### src/rtl/bp_update_scheduler.sv
// bp_update_scheduler
// Single writer for the local branch predictor's pattern history table (PHT,
// 2-bit counters) and branch history table (BHT, per-entry history registers).
// After reset it sweeps every PHT entry to weakly-taken and clears the BHT.
// After that it retires buffered M-stage branch resolutions. Each retirement is
// one read-modify-write per cycle on both tables.
//
// Ports
//   clk, rst                  clock, synchronous active-high reset
//   branchM, takenM           resolved branch in M and its outcome
//   PHT_indexM, BHT_indexM    table indices used at fetch for that branch
//   pht_raddr / pht_rdata     RMW read port (async read data) of the PHT
//   bht_raddr / bht_rdata     RMW read port (async read data) of the BHT
//   pht_we/waddr/wdata        PHT write port
//   bht_we/waddr/wdata        BHT write port
//   init_busy                 initialisation sweep in progress
//   fifo_full                 pending-update FIFO holds FIFO_DEPTH entries
//   drop_cnt                  saturating count of updates lost to a full FIFO
//
// state  | meaning
// S_INIT | sweeping PHT/BHT to reset values, one entry per cycle; no retirement
// S_RUN  | retiring one buffered update per cycle while the FIFO is non-empty
module bp_update_scheduler #(
  parameter int PHT_INDEX_BITS = 7,
  parameter int BHT_INDEX_BITS = 3,
  parameter int BHR_BITS       = 4,
  parameter int FIFO_DEPTH     = 4
) (
  input  logic                      clk,
  input  logic                      rst,
  input  logic                      branchM,
  input  logic                      takenM,
  input  logic [PHT_INDEX_BITS-1:0] PHT_indexM,
  input  logic [BHT_INDEX_BITS-1:0] BHT_indexM,
  output logic [PHT_INDEX_BITS-1:0] pht_raddr,
  input  logic [1:0]                pht_rdata,
  output logic [BHT_INDEX_BITS-1:0] bht_raddr,
  input  logic [BHR_BITS-1:0]       bht_rdata,
  output logic                      pht_we,
  output logic [PHT_INDEX_BITS-1:0] pht_waddr,
  output logic [1:0]                pht_wdata,
  output logic                      bht_we,
  output logic [BHT_INDEX_BITS-1:0] bht_waddr,
  output logic [BHR_BITS-1:0]       bht_wdata,
  output logic                      init_busy,
  output logic                      fifo_full,
  output logic [7:0]                drop_cnt
);

  localparam int PTR_W = $clog2(FIFO_DEPTH);
  localparam int CNT_W = PTR_W + 1;
  localparam int ENT_W = PHT_INDEX_BITS + BHT_INDEX_BITS + 1;

  typedef enum logic {S_INIT, S_RUN} state_t;

  state_t                    state;
  logic [PHT_INDEX_BITS-1:0] sweep_cnt;
  logic [ENT_W-1:0]          fifo_mem [FIFO_DEPTH];
  logic [PTR_W-1:0]          rd_ptr;
  logic [PTR_W-1:0]          wr_ptr;
  logic [CNT_W-1:0]          count;
  logic [7:0]                drop_q;

  logic                      full;
  logic                      empty;
  logic                      deq;
  logic                      enq;
  logic                      drop;
  logic [ENT_W-1:0]          head;
  logic [PHT_INDEX_BITS-1:0] head_pht;
  logic [BHT_INDEX_BITS-1:0] head_bht;
  logic                      head_taken;

  // Counter encoding is Gray-ordered: SNT 00, WNT 01, WT 11, ST 10.
  function automatic logic [1:0] next_ctr(input logic [1:0] c, input logic t);
    logic [1:0] n;
    case (c)
      2'b00:   n = t ? 2'b01 : 2'b00;
      2'b01:   n = t ? 2'b11 : 2'b00;
      2'b11:   n = t ? 2'b10 : 2'b01;
      default: n = t ? 2'b10 : 2'b11;
    endcase
    return n;
  endfunction

  assign full       = (count == CNT_W'(FIFO_DEPTH));
  assign empty      = (count == '0);
  assign head       = fifo_mem[rd_ptr];
  assign head_pht   = head[ENT_W-1 -: PHT_INDEX_BITS];
  assign head_bht   = head[BHT_INDEX_BITS:1];
  assign head_taken = head[0];

  // A dequeue in the same cycle frees a slot, so a full FIFO can still accept.
  assign deq  = !rst && (state == S_RUN) && !empty;
  assign enq  = !rst && branchM && (!full || deq);
  assign drop = !rst && branchM && full && !deq;

  assign pht_raddr = head_pht;
  assign bht_raddr = head_bht;
  assign init_busy = rst || (state == S_INIT);
  assign fifo_full = !rst && full;
  assign drop_cnt  = drop_q;

  always_comb begin
    pht_we    = 1'b0;
    pht_waddr = '0;
    pht_wdata = 2'b00;
    bht_we    = 1'b0;
    bht_waddr = '0;
    bht_wdata = '0;
    if (!rst) begin
      if (state == S_INIT) begin
        pht_we    = 1'b1;
        pht_waddr = sweep_cnt;
        pht_wdata = 2'b11;
        // The BHT is smaller, so only the first 2^BHT_INDEX_BITS sweep steps touch it.
        bht_we    = ((sweep_cnt >> BHT_INDEX_BITS) == '0);
        bht_waddr = sweep_cnt[BHT_INDEX_BITS-1:0];
        bht_wdata = '0;
      end else if (deq) begin
        pht_we    = 1'b1;
        pht_waddr = head_pht;
        pht_wdata = next_ctr(pht_rdata, head_taken);
        bht_we    = 1'b1;
        bht_waddr = head_bht;
        bht_wdata = BHR_BITS'({bht_rdata, head_taken});
      end
    end
  end

  always_ff @(posedge clk) begin
    if (rst) begin
      state     <= S_INIT;
      sweep_cnt <= '0;
      rd_ptr    <= '0;
      wr_ptr    <= '0;
      count     <= '0;
      drop_q    <= '0;
    end else begin
      case (state)
        S_INIT: begin
          sweep_cnt <= sweep_cnt + 1'b1;
          if (sweep_cnt == '1) state <= S_RUN;
        end
        default: state <= S_RUN;
      endcase
      if (enq) wr_ptr <= wr_ptr + 1'b1;
      if (deq) rd_ptr <= rd_ptr + 1'b1;
      count <= count + CNT_W'(enq) - CNT_W'(deq);
      if (drop && (drop_q != 8'hFF)) drop_q <= drop_q + 8'd1;
    end
  end

  always_ff @(posedge clk) begin
    if (enq) fifo_mem[wr_ptr] <= {PHT_indexM, BHT_indexM, takenM};
  end

endmodule
### config.mk
export PLATFORM = sky130hd
export DESIGN_NAME = bp_update_scheduler
export DESIGN_NICKNAME = d
export VERILOG_FILES = /design/src/rtl/bp_update_scheduler.sv
export SDC_FILE = /design/constraint.sdc
export NUM_CORES = 1
export LEC_CHECK = 0
export BUFFER_PORTS_ARGS = -buffer_cell sky130_fd_sc_hd__buf_2
export CAP_MARGIN = 20
export CELL_PAD_IN_SITES_DETAIL_PLACEMENT = 0
export CELL_PAD_IN_SITES_GLOBAL_PLACEMENT = 1
export CORE_MARGIN = 2
export CORE_UTILIZATION = 44
export DETAILED_ROUTE_END_ITERATION = 8
export PLACE_DENSITY_LB_ADDON = 0.1
export REMOVE_ABC_BUFFERS = 1
export SLEW_MARGIN = 5
export SYNTH_ARGS = -nofsm -noshare
export SYNTH_HDL_FRONTEND = slang
export SYNTH_SLANG_ARGS = --single-unit
### constraint.sdc
create_clock -name clk -period 2.53 [get_ports clk]
set_input_delay 0.253 -clock clk [delete_from_list [all_inputs] [get_ports clk]]
set_output_delay 0.253 -clock clk [all_outputs]
set_load 0.01 [all_outputs]
# [Yosys cells after proc, flatten, opt, wreduce, memory -nomap -nowiden]
# Memories as Yosys holds them, arrays and structs flattened. A register that Yosys moved wholly into a read port is not among the register bits.
# Cells that the tools add are included.
# W data, S select, Z words.
[classes] addsub=6 n_eq_ne=5 n_mux=28 bitwise=1 reduce_logical=17
[op_table] op="$mux W7" n=3
[op_table] op="$mux W2" n=7
[op_table] op="$mux W4" n=3
[op_table] op="$mux W1" n=11
[op_table] op="$mux W3" n=3
[op_table] op="$add A8 B1 Y8 const B" n=1
[op_table] op="$logic_and A1 B1 Y1" n=8
[op_table] op="$ne A8 B8 Y1 const B" n=1
[op_table] op="$add A7 B1 Y7 const B" n=1
[op_table] op="$eq A7 B7 Y1 const B" n=1
[op_table] op="$logic_not A7 Y1" n=1
[op_table] op="$pmux W2 S3" n=1
[op_table] op="$add A2 B1 Y2 const B" n=2
[op_table] op="$logic_not A1 Y1" n=4
[op_table] op="$add A3 B1 Y3" n=1
[op_table] op="$eq A3 B3 Y1 const B" n=1
[op_table] op="$logic_not A3 Y1" n=1
[op_table] op="$sub A3 B1 Y3" n=1
[op_table] op="$eq A2 B1 Y1 const B" n=1
[op_table] op="$eq A2 B2 Y1 const B" n=1
[op_table] op="$logic_not A2 Y1" n=1
[op_table] op="$logic_or A1 B1 Y1" n=2
[op_table] op="$not A1 Y1" n=1
[totals] register_bits=23 ramBits=44 word_cells=64 n_memories=1
[memory_table] memory="fifo_mem" words=4 width=11 rd=1 rd_ports_with_merged_regs=1 write_ports=1 line_no="58" source="logic [ENT_W-1:0] fifo_mem [FIFO_DEPTH];"

# [Logic depth before layout (Yosys ltp)]
[logic_depth] ltp_word=7 mapped_depth=9

# [Least setup slack after synthesis]
# OpenSTA, ideal clock, no wires.
[synth_timing] path_type="flip-flop to flip-flop" from="reg count[1]" to="reg count[2]" setup_time_ns=0.128 arrival_ns=1.928 required_ns=2.402 slack_ns=0.474 path_stages_with_launch=10 path_buffers=0 cell_sequence="dfxtp_1 -> nor4b_4 -> nor3b_2 -> inv_1 -> ha_1 -> inv_1 -> ha_1 -> fa_1 -> xnor2_1 -> nor2_1"
[synth_via] elab_chain_cells=7
[synth_rtl] item="from (decl)" line_no="61" source="logic [CNT_W-1:0] count;"
[synth_rtl] item="from (signal assigned)" line_no="149" source="count <= count + CNT_W'(enq) - CNT_W'(deq);"
[synth_rtl] item="$logic_not A3 Y1" line_no="87" source="assign empty = (count == '0);"
[synth_rtl] item="$logic_not A1 Y1" line_no="94" source="assign deq = !rst && (state == S_RUN) && !empty;"
[synth_rtl] item="$logic_and A1 B1 Y1" line_no="94"
[synth_rtl] item="$logic_or A1 B1 Y1" line_no="95" source="assign enq = !rst && branchM && (!full || deq);"
[synth_rtl] item="$logic_and A1 B1 Y1" line_no="95"
[synth_rtl] item="$add A3 B1 Y3" line_no="149"
[synth_rtl] item="$sub A3 B1 Y3 (*)" line_no="149"
# Mark *: on every way between the ends. The rest lies on a longest branch, timed or not.
# A chain may end at the register's enable or synchronous reset.

==> reports/metrics.cfg <==
[timing]
skew_ns = 0.00923
hold_viol = 0
max_freq_ghz = 0.465
fin_ws_ns = 0.382
finalCritPeriodShare_pct = 84.9
max_slew_margin_pct = 60.5
hold_ws_ns = 0.116
setup-tns-final_ns = 0
setup_viol = 0
finalCriticalPeriod_ns = 2.15
tightest_slew_ns = 0.593
final-max-slew-violation-count = 0
rsz0062_at_grt = no

[place]
post-place-ws_ns = 0.454
dpl.hpwl_um = 4200
gp_congestion = 0.757
dpl.cell_count = 355
io_buffers = 56

[clocking]
root_buffer = clkbuf_8
cts_buffers = 9
clk_latency_ns = 0.34
clock_sinks = 69
h-tree-depth = 3
max-clock-path-buffers = 2
ctsResizeCount = 0
clk_transition_reported_paths_ns = 0.08
cts_hold_buf = 0
cts_setup_buffers = 0
cts_tree = done

[logic_synthesis]
synth_cells = 225
synth_area_leaders = edfxtp_1 (44%), dfxtp_1 (17%), mux4_2 (8.3%), ha_1 (3.4%), a21oi_1 (2.9%)
async_flop_share_pct = 0
yosysUniqueCellTypes = 35
syn-cell-area_sq_um = 2980
yosysWarnings = 0
synthTopCellsByCount = edfxtp_1 (44), dfxtp_1 (25), nor2_1 (20)
synth-seq-cells = 69
post_synth.cell_area_avg_sq_um = 13.2
synth-edff-count = 44
synth_top_area_share_pct = 44.3
ys.flop_type = edfxtp_1
yosysMostFrequentCell = edfxtp_1
ys_seq_area_share_pct = 61.1
yosysTopAreaCell = edfxtp_1

[global_routing]
track_usage_pct = 16.9
grt_pass1_vias = 1839
grt_start_max_net_pins = 20
antenna_found_initial = 0
grt_pass1_wl_um = 9230
overflow = 0

[power]
cellLeakagePower_nw = 1.33
pwr-share-seq_pct = 55.6
internal-power_mw = 1.68
p_switching_mw = 0.577
power.density_nw_per_um2 = 636
p_comb_share_pct = 7.1
ir_drop_v = 0.000399
sw_frac_of_total_pct = 25.6
finalPower_mw = 2.25
power.share.clock_pct = 37.2

[floorplan]
coreArea_sq_um = 6460
start_util_pct = 46.1
fp.dieW_um = 86.3
die_y_um = 86.3
io_pins = 58
die-area_sq_um = 7450
num_rows = 29

[route]
vias_per_cell = 5.13
vias = 1903
first_pass_iters = 4
ant_nets = 0
avgRoutedWirePerCell_um = 15.7
wl_um = 5840
drc = 0
drt_iter0_drc = 60

[worst_setup_path]
cp-end-kind = primary output
cp_max_fo = 11
worstSetupPathType = register to primary output
critPathArrivalTime_ns = 1.90
cp_data_required_time_ns = 2.28
crit_path_start_kind = register

[finish]
antenna_cells = 0
nFillCells = 547
nNetsFinal = 318
final_layout_size_suffix_gt1_share_pct = 31.3
area_growth_pct = 19.0
layout.cells.non_filler = 371

[status]
status = complete, no violations

[run]
cap_violations = 0

[hold_path]
holdCritPathClass = input pin to register

-- critical path, cell delays in order, from the launching register on --
cell and delay (ns):
dfxtp_1 0.66, mux4_2 0.46, xnor2_1 0.15, a21oi_1 0.13
buf_2 0.15
-- path summary, 6_finish.rpt --
| kind | start | end | slack, ns | depth (start not counted) |
|---|---|---|---|---|
| max | register | pht_wdata[0] | 0.38 | 4 |
| min | BHT_indexM[1] | fifo_mem[2][2]$_DFFE_PP_ | 0.12 | 1 |
| max reg2reg | state$_SDFF_PP0_ | count[2]$_SDFF_PP0_ | 0.47 | 9 |
| min reg2reg | drop_cnt[7]$_SDFFE_PP0P_ | drop_cnt[7]$_SDFFE_PP0P_ | 0.50 | 2 |
-- flip-flops by register name, indices dropped and copies added, names as in the netlist, named ones only --
name	cells
rd_ptr	2
count	3
fifo_mem	44
wr_ptr	2
sweep_cnt	7
drop_cnt	8
state	1
-- power by group through the flow --
stage | sequential, mW | clock [mW] | combinational, mW
after floorplan | 1.27 | 0 | 0.0922
after global placement | 1.28 | 0 | 0.161
after detailed placement | 1.28 | 0 | 0.164
after CTS | 1.25 | 0.863 | 0.164
after global routing | 1.26 | 0.916 | 0.181
final | 1.25 | 0.839 | 0.161
-- cells by family after synthesis --
logic type                 after synthesis  share of synthesized area, %
DFF                                     69                          61.1
and+or+nand+nor                         73                          13.6
xor gates and xnor gates                11                          3.23
AOI/OAI and AO/OA                       30                          6.04
buffers and inverters                   19                          2.69
adders and majority gates                9                          4.03
muxes                                   14                          9.32
-- routing by layer --
| metal | track usage (%) | wire (um) | vias up |
|---|---|---|---|
| li1 | - | - | 951 |
| met1 | 23.1 | 2760 | 896 |
| met2 | 26.1 | 2750 | 50 |
| met3 | 4.57 | 268 | 6 |
| met4 | 5.97 | 62 | 0 |
| met5 | 0 | 0 | - |
-- through the flow --
step	cell area, sq um	util (%)
final	3550	54.9
after global placement	3360	52.0
after CTS	3550	54.9
after global routing	3550	54.9
after detailed placement	3360	52.0
after floorplan	2940	-
-- layout make-up --
cell class / count / area [sq um] / share of cell area (%)
repair buffers: 62 / 325 / 9.17
clock buffers: 9 / 124 / 3.49
inverters: 10 / 37.5 / 1.06
clock inverters: 7 / 62.6 / 1.76
flip-flops and latches: 69 / 1820 / 51.4
well taps: 77 / 96.3 / 2.72
multi-input cells: 137 / 1080 / 30.4
-- cell usage in the layout, fill, tap and decap left out, types with 2 or more instances in the layout --
cell type | netlist | routed
a21oi_1 | 17 | 17
a31oi_1 | 2 | 2
and2_1 | 8 | 8
buf_2 | 1 | 56
buf_4 | 0 | 6
clkbuf_8 | 0 | 9
clkinv_4 | 0 | 2
dfxtp_1 | 25 | 25
edfxtp_1 | 44 | 44
ha_1 | 8 | 8
inv_1 | 10 | 10
inv_6 | 0 | 3
mux2i_1 | 3 | 3
mux4_2 | 11 | 11
nand2_1 | 14 | 14
nand2b_1 | 5 | 5
nand3_1 | 3 | 3
nor2_1 | 20 | 20
nor2b_1 | 7 | 7
o21ai_0 | 3 | 3
o31ai_1 | 6 | 6
or3_1 | 3 | 3
or4_1 | 4 | 4
xnor2_1 | 8 | 8
xor2_1 | 3 | 3
Note: power is estimated with default switching activity, not from simulation.
